[src/rtl/key_event_unit.sv]
// Purpose: per-key synchroniser, debouncer and press/release/click/long/repeat event classifier.
// Latency: raw edge to held/press/release is DB_CYC+2 clk edges; every event output is registered.
// Backpressure: none; pulses are single-cycle and consumers must sample them every cycle.
module key_event_unit #(
    parameter int NUM_KEYS    = 4,
    parameter int CLK_HZ      = 50_000_000,
    parameter int DEBOUNCE_MS = 10,
    parameter int LONG_MS     = 1000,
    parameter int REPEAT_HZ   = 10,
    parameter int ACTIVE_LOW  = 1
) (
    input  logic                clk,
    input  logic                reset,
    input  logic [NUM_KEYS-1:0] key_in,
    input  logic [NUM_KEYS-1:0] repeat_en,
    output logic [NUM_KEYS-1:0] held,
    output logic [NUM_KEYS-1:0] press,
    // release and repeat are reserved words, hence the _pulse names
    output logic [NUM_KEYS-1:0] release_pulse,
    output logic [NUM_KEYS-1:0] click,
    output logic [NUM_KEYS-1:0] long_press,
    output logic [NUM_KEYS-1:0] repeat_pulse
);

    localparam int DB_CYC   = CLK_HZ / 1000 * DEBOUNCE_MS;
    localparam int LONG_CYC = CLK_HZ / 1000 * LONG_MS;
    localparam int REP_CYC  = CLK_HZ / REPEAT_HZ;

    localparam int DB_W   = $clog2(DB_CYC);
    localparam int LONG_W = $clog2(LONG_CYC);
    localparam int REP_W  = $clog2(REP_CYC);

    localparam logic [DB_W-1:0]   DB_LAST   = DB_W'(DB_CYC - 1);
    localparam logic [LONG_W-1:0] LONG_LAST = LONG_W'(LONG_CYC - 1);
    localparam logic [REP_W-1:0]  REP_LAST  = REP_W'(REP_CYC - 1);

    // Every terminal count must leave at least one counting cycle.
    if (DB_CYC < 2 || LONG_CYC < 2 || REP_CYC < 2) begin : g_param_check
        $error("key_event_unit: DB_CYC, LONG_CYC and REP_CYC must each be >= 2");
    end

    typedef enum logic [1:0] {
        ST_IDLE    = 2'd0,
        ST_PRESSED = 2'd1,
        ST_LONG    = 2'd2
    } state_t;

    for (genvar k = 0; k < NUM_KEYS; k++) begin : g_key
        logic              key_lvl;
        logic              sync1;
        logic              sync2;
        logic              deb;
        logic [DB_W-1:0]   db_cnt;
        logic              db_done;
        logic              deb_rise;
        logic              deb_fall;
        state_t            state;
        logic [LONG_W-1:0] hold_cnt;
        logic [REP_W-1:0]  rep_cnt;
        logic              press_q;
        logic              release_q;
        logic              click_q;
        logic              long_q;
        logic              repeat_q;

        // Normalise so that 1 always means "pressed" from here on.
        assign key_lvl = (ACTIVE_LOW != 0) ? ~key_in[k] : key_in[k];

        // The debounced level flips on this edge; the FSM reacts on the same
        // edge so that press/release line up with held.
        assign db_done  = (sync2 != deb) && (db_cnt == DB_LAST);
        assign deb_rise = db_done && sync2;
        assign deb_fall = db_done && !sync2;

        // Two-flop synchroniser followed by a stability counter.
        always_ff @(posedge clk) begin
            if (!reset) begin
                sync1  <= 1'b0;
                sync2  <= 1'b0;
                deb    <= 1'b0;
                db_cnt <= '0;
            end else begin
                sync1 <= key_lvl;
                sync2 <= sync1;
                if (sync2 == deb) begin
                    db_cnt <= '0;
                end else if (db_cnt == DB_LAST) begin
                    deb    <= sync2;
                    db_cnt <= '0;
                end else begin
                    db_cnt <= db_cnt + 1'b1;
                end
            end
        end

        // Event FSM: release always wins over a coincident long/repeat terminal count.
        always_ff @(posedge clk) begin
            if (!reset) begin
                state     <= ST_IDLE;
                hold_cnt  <= '0;
                rep_cnt   <= '0;
                press_q   <= 1'b0;
                release_q <= 1'b0;
                click_q   <= 1'b0;
                long_q    <= 1'b0;
                repeat_q  <= 1'b0;
            end else begin
                press_q   <= 1'b0;
                release_q <= 1'b0;
                click_q   <= 1'b0;
                long_q    <= 1'b0;
                repeat_q  <= 1'b0;
                case (state)
                    ST_IDLE: begin
                        if (deb_rise) begin
                            state    <= ST_PRESSED;
                            press_q  <= 1'b1;
                            hold_cnt <= '0;
                        end
                    end
                    ST_PRESSED: begin
                        if (deb_fall) begin
                            state     <= ST_IDLE;
                            release_q <= 1'b1;
                            click_q   <= 1'b1;
                        end else if (hold_cnt == LONG_LAST) begin
                            state   <= ST_LONG;
                            long_q  <= 1'b1;
                            rep_cnt <= '0;
                        end else begin
                            hold_cnt <= hold_cnt + 1'b1;
                        end
                    end
                    ST_LONG: begin
                        if (deb_fall) begin
                            state     <= ST_IDLE;
                            release_q <= 1'b1;
                        end else if (!repeat_en[k]) begin
                            // Parked at zero so re-enabling waits a full period.
                            rep_cnt <= '0;
                        end else if (rep_cnt == REP_LAST) begin
                            repeat_q <= 1'b1;
                            rep_cnt  <= '0;
                        end else begin
                            rep_cnt <= rep_cnt + 1'b1;
                        end
                    end
                    default: begin
                        state <= ST_IDLE;
                    end
                endcase
            end
        end

        assign held[k]          = deb;
        assign press[k]         = press_q;
        assign release_pulse[k] = release_q;
        assign click[k]         = click_q;
        assign long_press[k]    = long_q;
        assign repeat_pulse[k]  = repeat_q;
    end

endmodule

[config.mk]
export PLATFORM = sky130hd
export DESIGN_NAME = key_event_unit
export DESIGN_NICKNAME = d
export VERILOG_FILES = /design/src/rtl/key_event_unit.sv
export SDC_FILE = /design/constraint.sdc
export NUM_CORES = 1
export LEC_CHECK = 0
export CAP_MARGIN = 20
export CORE_MARGIN = 3
export CORE_UTILIZATION = 35
export DETAILED_ROUTE_END_ITERATION = 8
export HOLD_SLACK_MARGIN = 0.05
export PLACE_DENSITY = 0.55
export SLEW_MARGIN = 10
export SYNTH_ARGS = -nofsm -noshare
export SYNTH_HDL_FRONTEND = slang
export SYNTH_SLANG_ARGS = --single-unit
[constraint.sdc]
create_clock -name clk -period 2.5 [get_ports clk]
set_input_delay 0.5 -clock clk [delete_from_list [all_inputs] [get_ports clk]]
set_output_delay 0.5 -clock clk [all_outputs]
set_load 0.02 [all_outputs]
==> flow_summary.toml, run 1 <==
[setup_path]
crit_top_cell = "buf_4"
reg2regPathDepth = 10
startpoint_type = "register"
r2r-end = "g_key[3].rep_cnt[9]"
crit_type = "register to register"
slowest_delay_ns = 0.54
crit_path_end_kind = "register"
worst_ep_arrival_time_ns = 2.82
r2r_slack_ns = 0.12
r2r-start = "g_key[3].db_cnt[1]"
worst-path-max-fanout = 14
slowest_stage = "or4_4"
cp_cell_sequence = "ha_2, nand3_2, or4_4, buf_4, nor4_4, buf_4, clkbuf_16, nor4b_1, xnor2_1, nor2_1"
required_ns = 2.94

[placement]
port_buffers = 33
placed_cells = 2676
gp_congestion = 0.837
hpwl_um = 28300
place_area_sq_um = 18100
dp_worst_setup_slack_ns = -0.129

[routing]
ant_nets = 0
finalWirelength_um = 42200
drtIter0Drc = 1007
num_vias = 15144
first_pass_iters = 5
drc = 0
avgRoutedWirePerCell_um = 15.4
routed_via_density = 5.51

[sta]
fmax_mhz = 420
period_needed_ns = 2.38
setup_tns_ns = 0
hold_viol = 0
relSlewSlack = 0.578
skew_ns = 0.0115
rsz0062_at_grt = "yes"
layout_worst_path_cycle_share = 0.951
worstMarginPinSlew_ns = 0.629
setup_viol = 0
setup_slack_ns = 0.122
slew_viol_final = 0

[cts]
cts_tree = "built"
cts.clk_slew.worst_paths_ns = 0.06
ctsHoldBuffers = 0
htree_levels = 2
clockBufferDepth = 3
clock_sinks = 312
clock_latency_ns = 0.54
cts_made_buffers = 38
cts_root_buffer = "clkbuf_16"

[synthesis]
seq_area_frac_synth = 0.376
synth_cells = 2046
synth_area_leaders = "dfxtp_1 (38%), nor2_1 (5.7%), xnor2_1 (5.3%)"
synth_edf_count = 0
syn-num-nets = 2080
post-synth-top-count-cell = "dfxtp_1"
ys_async_sr_fraction = 0
synthTopCellsByCount = "dfxtp_1 (312), nor2_1 (253), nand2_1 (168), nand3_1 (154), nand4_1 (117)"
ys_seq_elements = 312
synth_ff_type = "dfxtp_1"
ys_types = 91
yosys.area.top_type = "dfxtp_1"
syn_avg_cell_area_sq_um = 8.12
yosysWarningCount = 0
synth_top_area_frac = 0.376
syn_area_sq_um = 16600

[worst_hold_path]
whs_path_depth = 1
min-delay-start = "g_key[0].sync1"
hold_path_end = "g_key[0].sync2"
hp-class = "register to register"

[global_routing]
grt_pass1_vias = 14400
grt_max_degree = 84
overflow = 0
grt_use_total = 0.165
antenna_found_initial = 0
grt_pass1_wl_um = 71300

[die]
die_y_um = 224
initial_core_util = 0.355
core_area_sq_um = 46800
ioPinCount = 34
fp.dieW_um = 224
die-area_sq_um = 50100
num_rows = 79

[power_and_ir_drop]
ir_drop_uv = 350
power_density_nw_per_um2 = 565
p_leak_nw = 6.30

[final_layout]
diodes = 0
finalInstanceArea_sq_um = 19500
area_growth_pct = 17.6
drive_above_1_share = 0.122
fillers = 4680
post_layout_nonfiller_instances = 2746
nets = 2145

[outcome]
status = "finished, final reports clean"

[flow_run]
drv_cap = 0
-- final cells by class --
| type | instances | area (sq um) | area share |
|---|---|---|---|
| Clock buffer | 63 | 1230 | 0.0629 |
| Clock inverter | 5 | 75.1 | 0.00384 |
| Inverter | 43 | 163 | 0.00833 |
| Multi-Input combinational cell | 1555 | 9670 | 0.495 |
| Sequential cell | 312 | 6250 | 0.320 |
| Tap cell | 607 | 759 | 0.0389 |
| Timing Repair Buffer | 161 | 1390 | 0.0709 |
-- cell families (layout without fill, tap and decap cells) --
group | count (synthesis) | in the layout | synth area share
buffers and inverters | 179 | 272 | 0.0490
muxes | 4 | 4 | 0.00241
adders and majority gates | 24 | 24 | 0.0181
xor gates and xnor gates | 152 | 152 | 0.0801
DFF | 312 | 312 | 0.376
and+or+nand+nor | 1086 | 1086 | 0.355
AOI/OAI and AO/OA | 289 | 289 | 0.119
-- critical path, delay by kind of cell, from the launching register on --
| kind | cells | cell delay (ns) |
|---|---|---|
| XOR/XNOR | 1 | 0.15 |
| adder cells (fa/ha/maj) | 1 | 0.22 |
| buffers and inverters | 3 | 0.50 |
| flip-flops | 1 | 0.35 |
| AND/OR/NAND/NOR | 5 | 1.05 |
-- sequential cells by signal, indices dropped and copies added, names as in the netlist --
signal           flops
g_key.repeat_q       4
g_key.db_cnt        76
g_key.sync2          4
g_key.sync1          4
g_key.release_q      4
g_key.state          8
g_key.deb            4
g_key.press_q        4
g_key.rep_cnt       92
g_key.long_q         4
g_key.hold_cnt     104
g_key.click_q        4
-- layer usage --
layer | vias to the layer above | share of wire | GRT usage
li1 | 7593 | - | -
met1 | 7193 | 0.47 | 0.222
met2 | 295 | 0.46 | 0.272
met3 | 63 | 0.039 | 0.0248
met4 | 0 | 0.024 | 0.0565
met5 | - | 0 | 0
-- worst max path at each step --
| stage | start | end | slack (ns) | cells after the start |
|---|---|---|---|---|
| after floorplan | g_key[0].hold_cnt[0] | g_key[0].hold_cnt[22] | 0.15 | 9 |
| after global placement | g_key[3].hold_cnt[0] | g_key[3].hold_cnt[8] | -0.001 | 8 |
| after detailed placement | g_key[3].hold_cnt[0] | g_key[3].hold_cnt[12] | -0.13 | 7 |
| after CTS | g_key[0].hold_cnt[0] | g_key[0].hold_cnt[3] | 0.07 | 7 |
| after global routing | g_key[0].hold_cnt[1] | g_key[0].hold_cnt[11] | -0.008 | 7 |
| final | g_key[3].db_cnt[1] | g_key[3].rep_cnt[9] | 0.12 | 10 |
-- power breakdown --
part	internal, mW	total, mW	switching (mW)
clock network	3.54	5.73	2.19
logic	0.0964	0.307	0.211
registers	4.98	4.99	0.00714
total	8.62	11.0	2.40
-- cell usage in the layout, fill, tap and decap left out, drive strengths merged, types with 39 or more instances in the layout --
cell,instances
nand4,117
nor2,253
nor3,79
xor2,52
nor4,67
nand2,171
and3,52
nand3,154
clkbuf,64
buf,128
o21ai,59
a21oi,71
dfxtp,312
xnor2,100
a31oi,39
inv,42
-- through the flow --
step	hold slack, ns	util	total power, mW
after floorplan	0.412	-	5.27
after global placement	0.417	0.387	5.40
after detailed placement	0.419	0.387	5.40
after CTS	0.432	0.415	11.2
after global routing	0.453	0.418	11.4
final	0.430	0.418	11.0
-- what timing repair did --
item / CTS / global route
resized for setup: 1 / 22
buffers inserted: 0 / 1
gates cloned: 0 / 1
pin swaps: 0 / 2
endpoints found under the setup margin: 9 / 61
Note: power is estimated with default switching activity, not from simulation.
==> run 2: changes to the inputs <==
- clock period: 2.5 -> 1.95 ns (I/O delays scaled with it)
==> run 2 against run 1 <==
Compared with the run above: routed wire length rose by 19%; non-clock buffer count grew 397; design area grew 30%; highest routed layer unchanged; the run now ends with negative setup slack left; clock-buffer cell count shrank 7; sequential power is 28% higher; sequential share of layout area decreased by 7.2 points; cell count grew 15%; fmax rose by 10%; global-route usage rose by 2.1 points; first-iteration DRC count rose by 2.0%; register-to-register slack got worse by 0.33 ns.
==> flow_summary.toml, run 2 (synthesis results as in run 1) <==
[setup_path]
worst_ep_arrival_time_ns = 2.61
crit_type = "register to register"
crit_path_end_kind = "register"
required_ns = 2.41
slowest_stage = "or4_4"
crit_buf_inv = 3
slowest_delay_ns = 0.54
cp_cell_sequence = "or4_4, nor4_4, buf_4, nand2_2, o21bai_4, clkbuf_16, buf_12, nand2_8, o31ai_1"
startpoint_type = "register"
worst-path-max-fanout = 4
critPathTopFamily = "simple AND/OR/NAND/NOR gates"

[final_layout]
nets = 2545
final_common_cell = "buf_4"
fillers = 4147
post_layout_nonfiller_instances = 3146
final_cell_mix = "buf_4 (415), dfxtp_1 (278), nor2_1 (227)"
final_util = 0.542
largest_register_ffs = 104
top_register = "g_key.hold_cnt"
drive_above_1_share = 0.374
area_growth_pct = 52.6
top_regs = "g_key.hold_cnt: 104 flops, g_key.rep_cnt: 92 flops, g_key.db_cnt: 76 flops"
diodes = 0

[sta]
rsz0062_at_grt = "yes"
relSlewSlack = 0.702
period_needed_ns = 2.15
fmax_mhz = 464
slew_viol_final = 0
setup_tns_ns = -23.79
layout_worst_path_cycle_share = 1.10
hold_viol = 0
setup_viol = 213
skew_ns = 0.0229
worstMarginPinSlew_ns = 0.448
setup_slack_ns = -0.204
whs_ns = 0.300

[routing]
drc = 0
avgRoutedWirePerCell_um = 15.9
ant_nets = 0
drtIter0Drc = 1027
first_pass_iters = 5
num_vias = 17082
routed_via_density = 5.43
finalWirelength_um = 50200

[placement]
port_buffers = 33
hpwl_um = 32700
placed_cells = 2989
gp_congestion = 0.921

[cts]
ctsHoldBuffers = 0
clock_sinks = 312
cts_made_buffers = 39
cts_root_buffer = "clkbuf_16"
cts.clk_slew.worst_paths_ns = 0.06
cts_tree = "built"
htree_levels = 2
clockBufferDepth = 3
clock_latency_ns = 0.55

[global_routing]
grt_pass1_vias = 16281
antenna_found_initial = 0
overflow = 0
grt_use_total = 0.186
grt_max_degree = 66
grt_pass1_wl_um = 79700

[power_and_ir_drop]
p_leak_nw = 8.94
ir_drop_uv = 399
total_power_mw = 13.9
power_density_nw_per_um2 = 550

[outcome]
status = "complete, but fails checks"
violations = "negative setup slack"

[flow_run]
drv_cap = 0

[die]
num_rows = 79
die-area_sq_um = 50100
die_y_um = 224
core_area_sq_um = 46800
initial_core_util = 0.355
fp.dieW_um = 224
ioPinCount = 34

[worst_hold_path]
hp-class = "input pin to register"
==> run 2: power by group <==
part / switching, mW / internal (mW)
Sequential: 0.00740 / 6.39
Clock: 2.82 / 4.14
Combinational: 0.354 / 0.236
==> run 2: stage by stage <==
stage / area, sq um / setup WS, ns
finish: 25300 / -0.204
CTS: 23500 / -0.206
detailed placement: 21300 / -0.325
global placement: 21300 / -0.275
global route: 25300 / -0.289
floorplan: 17500 / -0.225
==> run 2: final cells by class <==
cell class / instances / area [sq um] / area share
Multi-Input combinational cell: 1557 / 11800 / 0.465
Sequential cell: 312 / 6290 / 0.248
Timing Repair Buffer: 558 / 5130 / 0.202
Clock buffer: 56 / 1130 / 0.0446
Tap cell: 607 / 759 / 0.0300
Inverter: 43 / 163 / 0.00642
Clock inverter: 13 / 92.6 / 0.00365
==> run 2: worst reg2reg max path: stages, from the launching register on <==
cell and delay (ns):
dfxtp_2 0.31, or4_4 0.54, nor4_4 0.23, buf_4 0.18, nand2_2 0.08, o21bai_4 0.18
clkbuf_16 0.19, buf_12 0.10, nand2_8 0.07, o31ai_1 0.18
==> run 2: what timing repair did <==
| action | 4_1_cts | 5_1_grt |
|---|---|---|
| buffers inserted | 27 | 52 |
| endpoints found under the setup margin | 193 | 229 |
| resized for setup | 169 | 258 |
| pin swaps | 85 | 156 |
| cloned | 7 | 13 |
==> run 2: worst paths after layout <==
check                              from                   end  slack, ns  depth (start not counted)
setup / recovery  g_key[3].hold_cnt[10]  g_key[3].hold_cnt[9]      -0.20                          9
hold / removal                    reset  g_key[3].hold_cnt[8]       0.30                          3
setup reg to reg  g_key[3].hold_cnt[10]  g_key[3].hold_cnt[9]      -0.20                          9
hold reg to reg          g_key[0].sync1        g_key[0].sync2       0.43                          1
==> run 2: routing by layer <==
metal | GRT usage | vias up | wire [um] | part of all wire
met5 | 0 | - | 0 | 0
li1 | - | 8415 | - | -
met4 | 0.0437 | 0 | 954 | 0.019
met2 | 0.315 | 306 | 24100 | 0.48
met1 | 0.248 | 8283 | 23100 | 0.46
met3 | 0.0322 | 78 | 1950 | 0.039
